### src/rtl/alu_share_arbiter.sv
// rtl/alu_share_arbiter.sv - round-robin sharing of one ALU between two requesters
module alu_share_arbiter #(
    parameter int N     = 32,
    parameter int TAG_W = 4
) (
    input  logic             clk,
    input  logic             rst_n,

    input  logic             req0_valid,
    output logic             req0_ready,
    input  logic [N-1:0]     req0_a,
    input  logic [N-1:0]     req0_b,
    input  logic [3:0]       req0_sel,
    input  logic [4:0]       req0_shamt,
    input  logic [TAG_W-1:0] req0_tag,

    input  logic             req1_valid,
    output logic             req1_ready,
    input  logic [N-1:0]     req1_a,
    input  logic [N-1:0]     req1_b,
    input  logic [3:0]       req1_sel,
    input  logic [4:0]       req1_shamt,
    input  logic [TAG_W-1:0] req1_tag,

    output logic [N-1:0]     alu_a,
    output logic [N-1:0]     alu_b,
    output logic [3:0]       alu_sel,
    output logic [4:0]       alu_shamt,
    input  logic [N-1:0]     alu_result,
    input  logic             alu_cf,
    input  logic             alu_zf,
    input  logic             alu_vf,
    input  logic             alu_sf,

    output logic             rsp_valid,
    input  logic             rsp_ready,
    output logic             rsp_id,
    output logic [TAG_W-1:0] rsp_tag,
    output logic [N-1:0]     rsp_result,
    output logic [3:0]       rsp_flags,
    output logic             rsp_err,

    output logic             busy
);

    localparam logic [1:0] ST_IDLE = 2'b00;
    localparam logic [1:0] ST_EXEC = 2'b01;
    localparam logic [1:0] ST_RESP = 2'b10;

    logic [1:0]       state_q,      state_d;
    // last_q = requester granted most recently; the other one wins a tie
    logic             last_q,       last_d;

    logic [N-1:0]     op_a_q,       op_a_d;
    logic [N-1:0]     op_b_q,       op_b_d;
    logic [3:0]       op_sel_q,     op_sel_d;
    logic [4:0]       op_shamt_q,   op_shamt_d;
    logic [TAG_W-1:0] op_tag_q,     op_tag_d;
    logic             op_id_q,      op_id_d;

    logic             rsp_valid_q,  rsp_valid_d;
    logic             rsp_id_q,     rsp_id_d;
    logic [TAG_W-1:0] rsp_tag_q,    rsp_tag_d;
    logic [N-1:0]     rsp_result_q, rsp_result_d;
    logic [3:0]       rsp_flags_q,  rsp_flags_d;
    logic             rsp_err_q,    rsp_err_d;

    logic             grant0;
    logic             grant1;
    logic             sel_legal;

    // Arbitration: only in IDLE; a tie goes to whoever was not served last
    always_comb begin
        grant0 = 1'b0;
        grant1 = 1'b0;
        if (state_q == ST_IDLE) begin
            if (req0_valid && req1_valid) begin
                if (last_q) begin
                    grant0 = 1'b1;
                end else begin
                    grant1 = 1'b1;
                end
            end else if (req0_valid) begin
                grant0 = 1'b1;
            end else if (req1_valid) begin
                grant1 = 1'b1;
            end
        end
    end

    // Ready is the grant itself, gated low while reset is asserted
    assign req0_ready = grant0 & rst_n;
    assign req1_ready = grant1 & rst_n;

    // Decode of the select codes the ALU actually implements
    always_comb begin
        sel_legal = 1'b0;
        case (op_sel_q)
            4'b0000, 4'b0001, 4'b0100, 4'b0111,
            4'b1000, 4'b1001, 4'b1010, 4'b1101,
            4'b1111: sel_legal = 1'b1;
            default: sel_legal = 1'b0;
        endcase
    end

    // Next-state and datapath: latch winner in IDLE, capture ALU in EXEC, wait for handshake in RESP
    always_comb begin
        state_d      = state_q;
        last_d       = last_q;
        op_a_d       = op_a_q;
        op_b_d       = op_b_q;
        op_sel_d     = op_sel_q;
        op_shamt_d   = op_shamt_q;
        op_tag_d     = op_tag_q;
        op_id_d      = op_id_q;
        rsp_valid_d  = rsp_valid_q;
        rsp_id_d     = rsp_id_q;
        rsp_tag_d    = rsp_tag_q;
        rsp_result_d = rsp_result_q;
        rsp_flags_d  = rsp_flags_q;
        rsp_err_d    = rsp_err_q;

        case (state_q)
            ST_IDLE: begin
                if (grant0) begin
                    op_a_d     = req0_a;
                    op_b_d     = req0_b;
                    op_sel_d   = req0_sel;
                    op_shamt_d = req0_shamt;
                    op_tag_d   = req0_tag;
                    op_id_d    = 1'b0;
                    last_d     = 1'b0;
                    state_d    = ST_EXEC;
                end else if (grant1) begin
                    op_a_d     = req1_a;
                    op_b_d     = req1_b;
                    op_sel_d   = req1_sel;
                    op_shamt_d = req1_shamt;
                    op_tag_d   = req1_tag;
                    op_id_d    = 1'b1;
                    last_d     = 1'b1;
                    state_d    = ST_EXEC;
                end
            end
            ST_EXEC: begin
                // An unsupported select still burns the EXEC cycle but reports a clean zero result
                rsp_valid_d = 1'b1;
                rsp_id_d    = op_id_q;
                rsp_tag_d   = op_tag_q;
                if (sel_legal) begin
                    rsp_result_d = alu_result;
                    rsp_flags_d  = {alu_cf, alu_zf, alu_vf, alu_sf};
                    rsp_err_d    = 1'b0;
                end else begin
                    rsp_result_d = '0;
                    rsp_flags_d  = 4'b0000;
                    rsp_err_d    = 1'b1;
                end
                state_d = ST_RESP;
            end
            ST_RESP: begin
                if (rsp_ready) begin
                    rsp_valid_d = 1'b0;
                    state_d     = ST_IDLE;
                end
            end
            default: begin
                rsp_valid_d = 1'b0;
                state_d     = ST_IDLE;
            end
        endcase
    end

    // State registers; reset discards any in-flight operation immediately
    always_ff @(posedge clk or negedge rst_n) begin
        if (!rst_n) begin
            state_q      <= ST_IDLE;
            last_q       <= 1'b1;
            op_a_q       <= '0;
            op_b_q       <= '0;
            op_sel_q     <= 4'b0000;
            op_shamt_q   <= 5'b00000;
            op_tag_q     <= '0;
            op_id_q      <= 1'b0;
            rsp_valid_q  <= 1'b0;
            rsp_id_q     <= 1'b0;
            rsp_tag_q    <= '0;
            rsp_result_q <= '0;
            rsp_flags_q  <= 4'b0000;
            rsp_err_q    <= 1'b0;
        end else begin
            state_q      <= state_d;
            last_q       <= last_d;
            op_a_q       <= op_a_d;
            op_b_q       <= op_b_d;
            op_sel_q     <= op_sel_d;
            op_shamt_q   <= op_shamt_d;
            op_tag_q     <= op_tag_d;
            op_id_q      <= op_id_d;
            rsp_valid_q  <= rsp_valid_d;
            rsp_id_q     <= rsp_id_d;
            rsp_tag_q    <= rsp_tag_d;
            rsp_result_q <= rsp_result_d;
            rsp_flags_q  <= rsp_flags_d;
            rsp_err_q    <= rsp_err_d;
        end
    end

    // ALU inputs come straight from the operand registers and keep their last values when idle
    assign alu_a      = op_a_q;
    assign alu_b      = op_b_q;
    assign alu_sel    = op_sel_q;
    assign alu_shamt  = op_shamt_q;

    assign rsp_valid  = rsp_valid_q;
    assign rsp_id     = rsp_id_q;
    assign rsp_tag    = rsp_tag_q;
    assign rsp_result = rsp_result_q;
    assign rsp_flags  = rsp_flags_q;
    assign rsp_err    = rsp_err_q;

    assign busy       = (state_q != ST_IDLE);

endmodule

### config.mk
export PLATFORM = sky130hd
export DESIGN_NAME = alu_share_arbiter
export DESIGN_NICKNAME = d
export VERILOG_FILES = /design/src/rtl/alu_share_arbiter.sv
export SDC_FILE = /design/constraint.sdc
export NUM_CORES = 1
export LEC_CHECK = 0
export ABC_CLOCK_PERIOD_IN_PS = 2100
export CORE_MARGIN = 3
export CORE_UTILIZATION = 40
export DETAILED_ROUTE_END_ITERATION = 8
export PLACE_DENSITY = 0.91
export SLEW_MARGIN = 20
export SYNTH_ARGS = -nofsm -noshare
export SYNTH_HDL_FRONTEND = slang
export SYNTH_SLANG_ARGS = --single-unit
### constraint.sdc
create_clock -name clk -period 2.1 [get_ports clk]
set_input_delay 0.21 -clock clk [delete_from_list [all_inputs] [get_ports clk]]
set_output_delay 0.21 -clock clk [all_outputs]
set_load 0.02 [all_outputs]
Word level (Yosys, flattened, before mapping) --
Memories as Yosys holds them, arrays and structs flattened. Cells that the tools add are included.
Storage, ports and cells: register bits after elaboration 124, output and inout bits 119, logic and storage cells 59, input port bits 195, memory bits (read-only) 16, memories 1
Cells by class: eq/ne operators 4, multiplexer cells 30, reduce and logical (&&, ||, !) cells 7, bitwise operators 3
Memories:
- (no name shown) | words 16, bits a word 1, rd ports 1, clocked after memory_dff 0, write ports 0, line 98 | case (op_sel_q)
Operators with widths (number):
- two-way mux 32 bit | 5
- two-way mux 4 bit | 5
- two-way mux 1 bit | 13
- two-way mux 5 bit | 2
- two-way mux 2 bit | 3
- case mux 2 bit (3 select lines) | 1
- AND reduction 2 bit | 3
- nonzero test 2 bit | 2
- != test 3 bit (second input constant) | 1
- case mux 1 bit (3 select lines) | 1
- AND 1 bit | 2
- == test 2 x 1 -> 1 bit (second input constant) | 1
- == test 2 bit (second input constant) | 1
- zero test 2 bit | 1
- != test 2 bit (second input constant) | 1
- logical AND 1 bit | 1
- inverter 1 bit | 1

Longest topological paths before layout --
depth after elaboration 7, gate-level depth with buffers 7, mapped depth without buffers 4

Worst setup path before layout --
OpenSTA, ideal clock, no wires.
path kind register to register, start register op_sel_q[0], in the netlist alu_sel[0], end register rsp_result_q[10], in the netlist rsp_result[10], data required time 2.017 ns, library setup time 0.083 ns, stages on the path, launching flop included 5, arrival time 1.613 ns, period minus slack after synthesis 1.696 ns, setup slack 0.404 ns, path buffers 1, path through dfrtp_1 -> ha_1 -> mux4_2 -> clkbuf_1 -> o21ai_0
On the way: word-level cells in the longest chain between the ends 2
RTL lines:
- start, declared | line 56 | logic [3:0] op_sel_q, op_sel_d;
- start signal, assigned | line 196 | op_sel_q <= op_sel_d;
- memory (16 x 1 bit)
- two-way mux 32 bit | line 150 | if (sel_legal) begin
- end signal, assigned | line 203 | rsp_result_q <= rsp_result_d;
- end, declared | line 64 | logic [N-1:0] rsp_result_q, rsp_result_d;
Every way passes these cells. A chain may end at the register's enable or synchronous reset.

Worst setup path after layout --
start register last_q, end output port req0_ready
On the way: word-level cells in the longest chain between the ends 4
RTL lines:
- start, declared | line 52 | logic last_q, last_d;
- start signal, assigned | line 193 | last_q <= last_d;
- two-way mux 1 bit | line 78 | if (last_q) begin
- two-way mux 1 bit | line 77 | if (req0_valid && req1_valid) begin
- two-way mux 1 bit | line 76 | if (state_q == ST_IDLE) begin
- AND 1 bit | line 92 | assign req0_ready = grant0 & rst_n;
- end, declared | line 10 | output logic req0_ready,
Every way passes these cells.

==> flow_summary.ini <==
[setup_path]
critPathCaptureType = primary output
slowest_delay_ps = 560
cp.required_ps = 1890
ff2ff_setup_slack_ps = 220
crit_slowest_cell = dfstp_2
arrival_ps = 1810
cp_cell_sequence = nand2b_2, and3_2, and2_1, dlygate4sd2_1
startpoint_type = flip-flop
cpLargestDelayFamily = flip-flops
reg2reg_to = alu_a[30]$_DFFE_PN0P_
timing.rr.start = last_q$_DFFE_PN1P_
critPathMaxFanout = 4
criticalPathCategory = reg2out
reg2reg_depth = 4
cp_num_buf_inv = 1

[final_layout]
fill_cells = 1065
area_growth_pct = 65.33
fin_cells = 1126
fin_nets = 1129
diodes = 0
drive_gt1_share_pct = 6.977

[logic_synthesis]
synth_top_area_share_pct = 52.07
ys.warnings.count = 0
synth_area_per_cell_um2 = 9.052
synth.distinct_cells = 27
synth.net_count = 849
ys.flop_type = dfrtp_1
synthCells = 653
ys_seq_elements = 124
synth.largest_area_cell = dfrtp_1
syn-cell-area_um2 = 5911
postSynth.asyncResetShare_pct = 100.0
synth.most_common_cell = dfrtp_1
synth_area_leaders = dfrtp_1, o311ai_0, o21ai_0
synth-seq-area-share_pct = 52.52
yosys-top-cells-count = dfrtp_1, o21ai_0, nand2_1, inv_1, nand4_1
synth_edf_count = 0

[timing]
final-setup-viol-count = 0
maxSlewHeadroom_pct = 35.10
slew_violations = 0
fmax_ghz = 0.4942
setup_slack_ps = 76.45
clock_skew_ps = 6.855
fin_crit_ps = 2024
period_share_pct = 96.36
rsz0062_at_grt = no
hold_viol = 0
tightest_slew_ps = 971.2

[pwr]
ir_drop_v = 0.0007531
p_int_uw = 8616
clock_power_share_pct = 19.5
p_per_area_nw_per_um2 = 1512
power_frac_seq_pct = 28.7
comb_power_share_pct = 51.8
switchingPower_uw = 6156
power.share.switching_pct = 41.67
leakage_uw = 0.004058

[clocking]
cts_made_buffers = 17
cts_tree = done
clock_latency_ps = 410
h-tree-depth = 4
cts_hold_buffers = 0
cts_buffer_depth = 2
clockRootBuffer = clkbuf_16
path_clk_slew_ps = 60
cts_setup_buffers = 0
clock_sinks = 124

[place]
hpwl_um = 15140
gp_congestion = 0.8609
post-place-ws_ps = -148.3
dp.cells = 1094
io_buffers = 313

[routing]
wl_per_cell_um = 19.30
drc = 0
ant_nets = 0
routed_via_density = 5.682
drt_iter0_markers = 385
wl_um = 21740
firstDrtPassIters = 5
via_count = 6398

[hold_path]
hp-class = in2async

[global_route]
grt_pass1_vias = 6495
grt_max_degree = 78
use_met3_pct = 7.567
track_usage_pct = 26.29
grt_overflow = 0
grt.met1_usage_pct = 31.13
grt_pass1_wl_um = 33940
grt_most_used_layer = met2
grt.met2_usage_pct = 43.54
antenna_found_initial = 0

[floorplanning]
row_count = 43
core_um2 = 14150
die_y_um = 127.6
initial_core_util_pct = 41.77
top_level_ports = 314
dieArea_um2 = 16270
dieWidth_um = 127.6

[run_status]
outcome = completed

[run]
drv.max_cap_violation_count = 0
==> flip-flops by register name, summed over array words and instances, names as in the netlist <==
register and flops:
state_q 2, rsp_id 1, rsp_tag 4, rsp_flags 4, alu_shamt 5, rsp_result 32
last_q 1, alu_a 32, alu_b 32, rsp_valid 1, op_tag_q 4, rsp_err 1
alu_sel 4, op_id_q 1
==> timing repair <==
action                                 in CTS  in global routing
resized for setup                           3                  1
setup endpoints to repair                   3                  1
pin swaps                                   0                  0
endpoints found under the hold margin       0                  0
==> routing by layer <==
metal | vias up | wire length (um) | share of wire, %
met1 | 3056 | 8357 | 38
met4 | 0 | 1005 | 4.6
li1 | 2919 | - | -
met5 | - | 0 | 0
met3 | 81 | 1788 | 8.2
met2 | 342 | 10590 | 49
==> how the worst max path moves through the flow <==
stage,start,to,slack [ps],cells past startpoint
CTS,state_q[0]$_DFFE_PN0P_,req1_ready,50,4
global placement,req1_valid,alu_a[13]$_DFFE_PN0P_,-50,5
finish,last_q$_DFFE_PN1P_,req0_ready,80,4
detailed placement,req1_valid,alu_a[16]$_DFFE_PN0P_,-150,5
floorplan,alu_sel[0]$_DFFE_PN0P_,rsp_result[10]$_DFFE_PN0P_,400,4
global route,last_q$_DFFE_PN1P_,req0_ready,5,4
==> metrics by stage <==
step                      cell area, um^2  setup TNS, ps  total power (uW)  util (%)  hold slack, ps
final                                9772              0             14770     69.06           43.58
after global routing                 9772              0             15670     69.06           118.6
after CTS                            9771              0             14880     69.05           82.44
after detailed placement             9190          -2655             11960     64.95           452.4
after global placement               9190         -920.8             11740     64.95           445.8
after floorplan                      5911              0              8164         -          -85.59
==> area by class of cell <==
cell class | instances | area (um^2) | area share (%)
repair buffers | 334 | 3318 | 33.96
well taps | 180 | 225.2 | 2.305
multi-input cells | 376 | 2240 | 22.92
inverters | 80 | 300.3 | 3.073
clock buffers | 18 | 439.2 | 4.494
clock inverters | 14 | 145.1 | 1.485
flip-flops and latches | 124 | 3104 | 31.77
==> placed cells by master (no fill, tap or decap) <==
cell,count
clkinv_4,2
dlygate4sd2_1,2
o311ai_1,9
buf_4,19
clkbuf_16,17
o311ai_0,67
clkinvlp_4,4
a21oi_1,2
ha_1,1
o311ai_2,1
and3_2,1
nor2_4,2
inv_6,2
clkdlybuf4s15_1,1
clkinv_2,4
o21ai_0,114
nor2b_4,1
buf_2,1
dfstp_2,1
dfrtp_1,123
a31oi_1,1
buf_12,3
and4_1,1
mux2_2,1
bufinv_16,2
nor2_1,2
and2_1,1
nand4_1,77
mux4_2,1
inv_1,79
o21ai_4,1
nand2_1,90
clkdlybuf4s50_1,308
o21a_1,1
nand2b_2,1
nand2b_1,1
inv_2,1
clkbuf_8,1
==> cells by family (layout without fill, tap and decap cells) <==
kind of cell	after synthesis	in the layout	share of synthesized area, %
compound gates	196	196	21.68
simple gates	177	177	14.80
buf+inv	153	446	10.22
flops	124	124	52.52
mux	2	2	0.5715
fa+ha+maj	1	1	0.2117
==> power groups by stage <==
stage	Clock [uW]	Combinational (uW)	Sequential, uW
after floorplan	0	2720	5450
after global placement	0	7540	4200
after detailed placement	0	7690	4270
after CTS	2930	7710	4240
after global routing	3050	8230	4380
final	2880	7650	4230
Power figures use the tool's default switching activity.
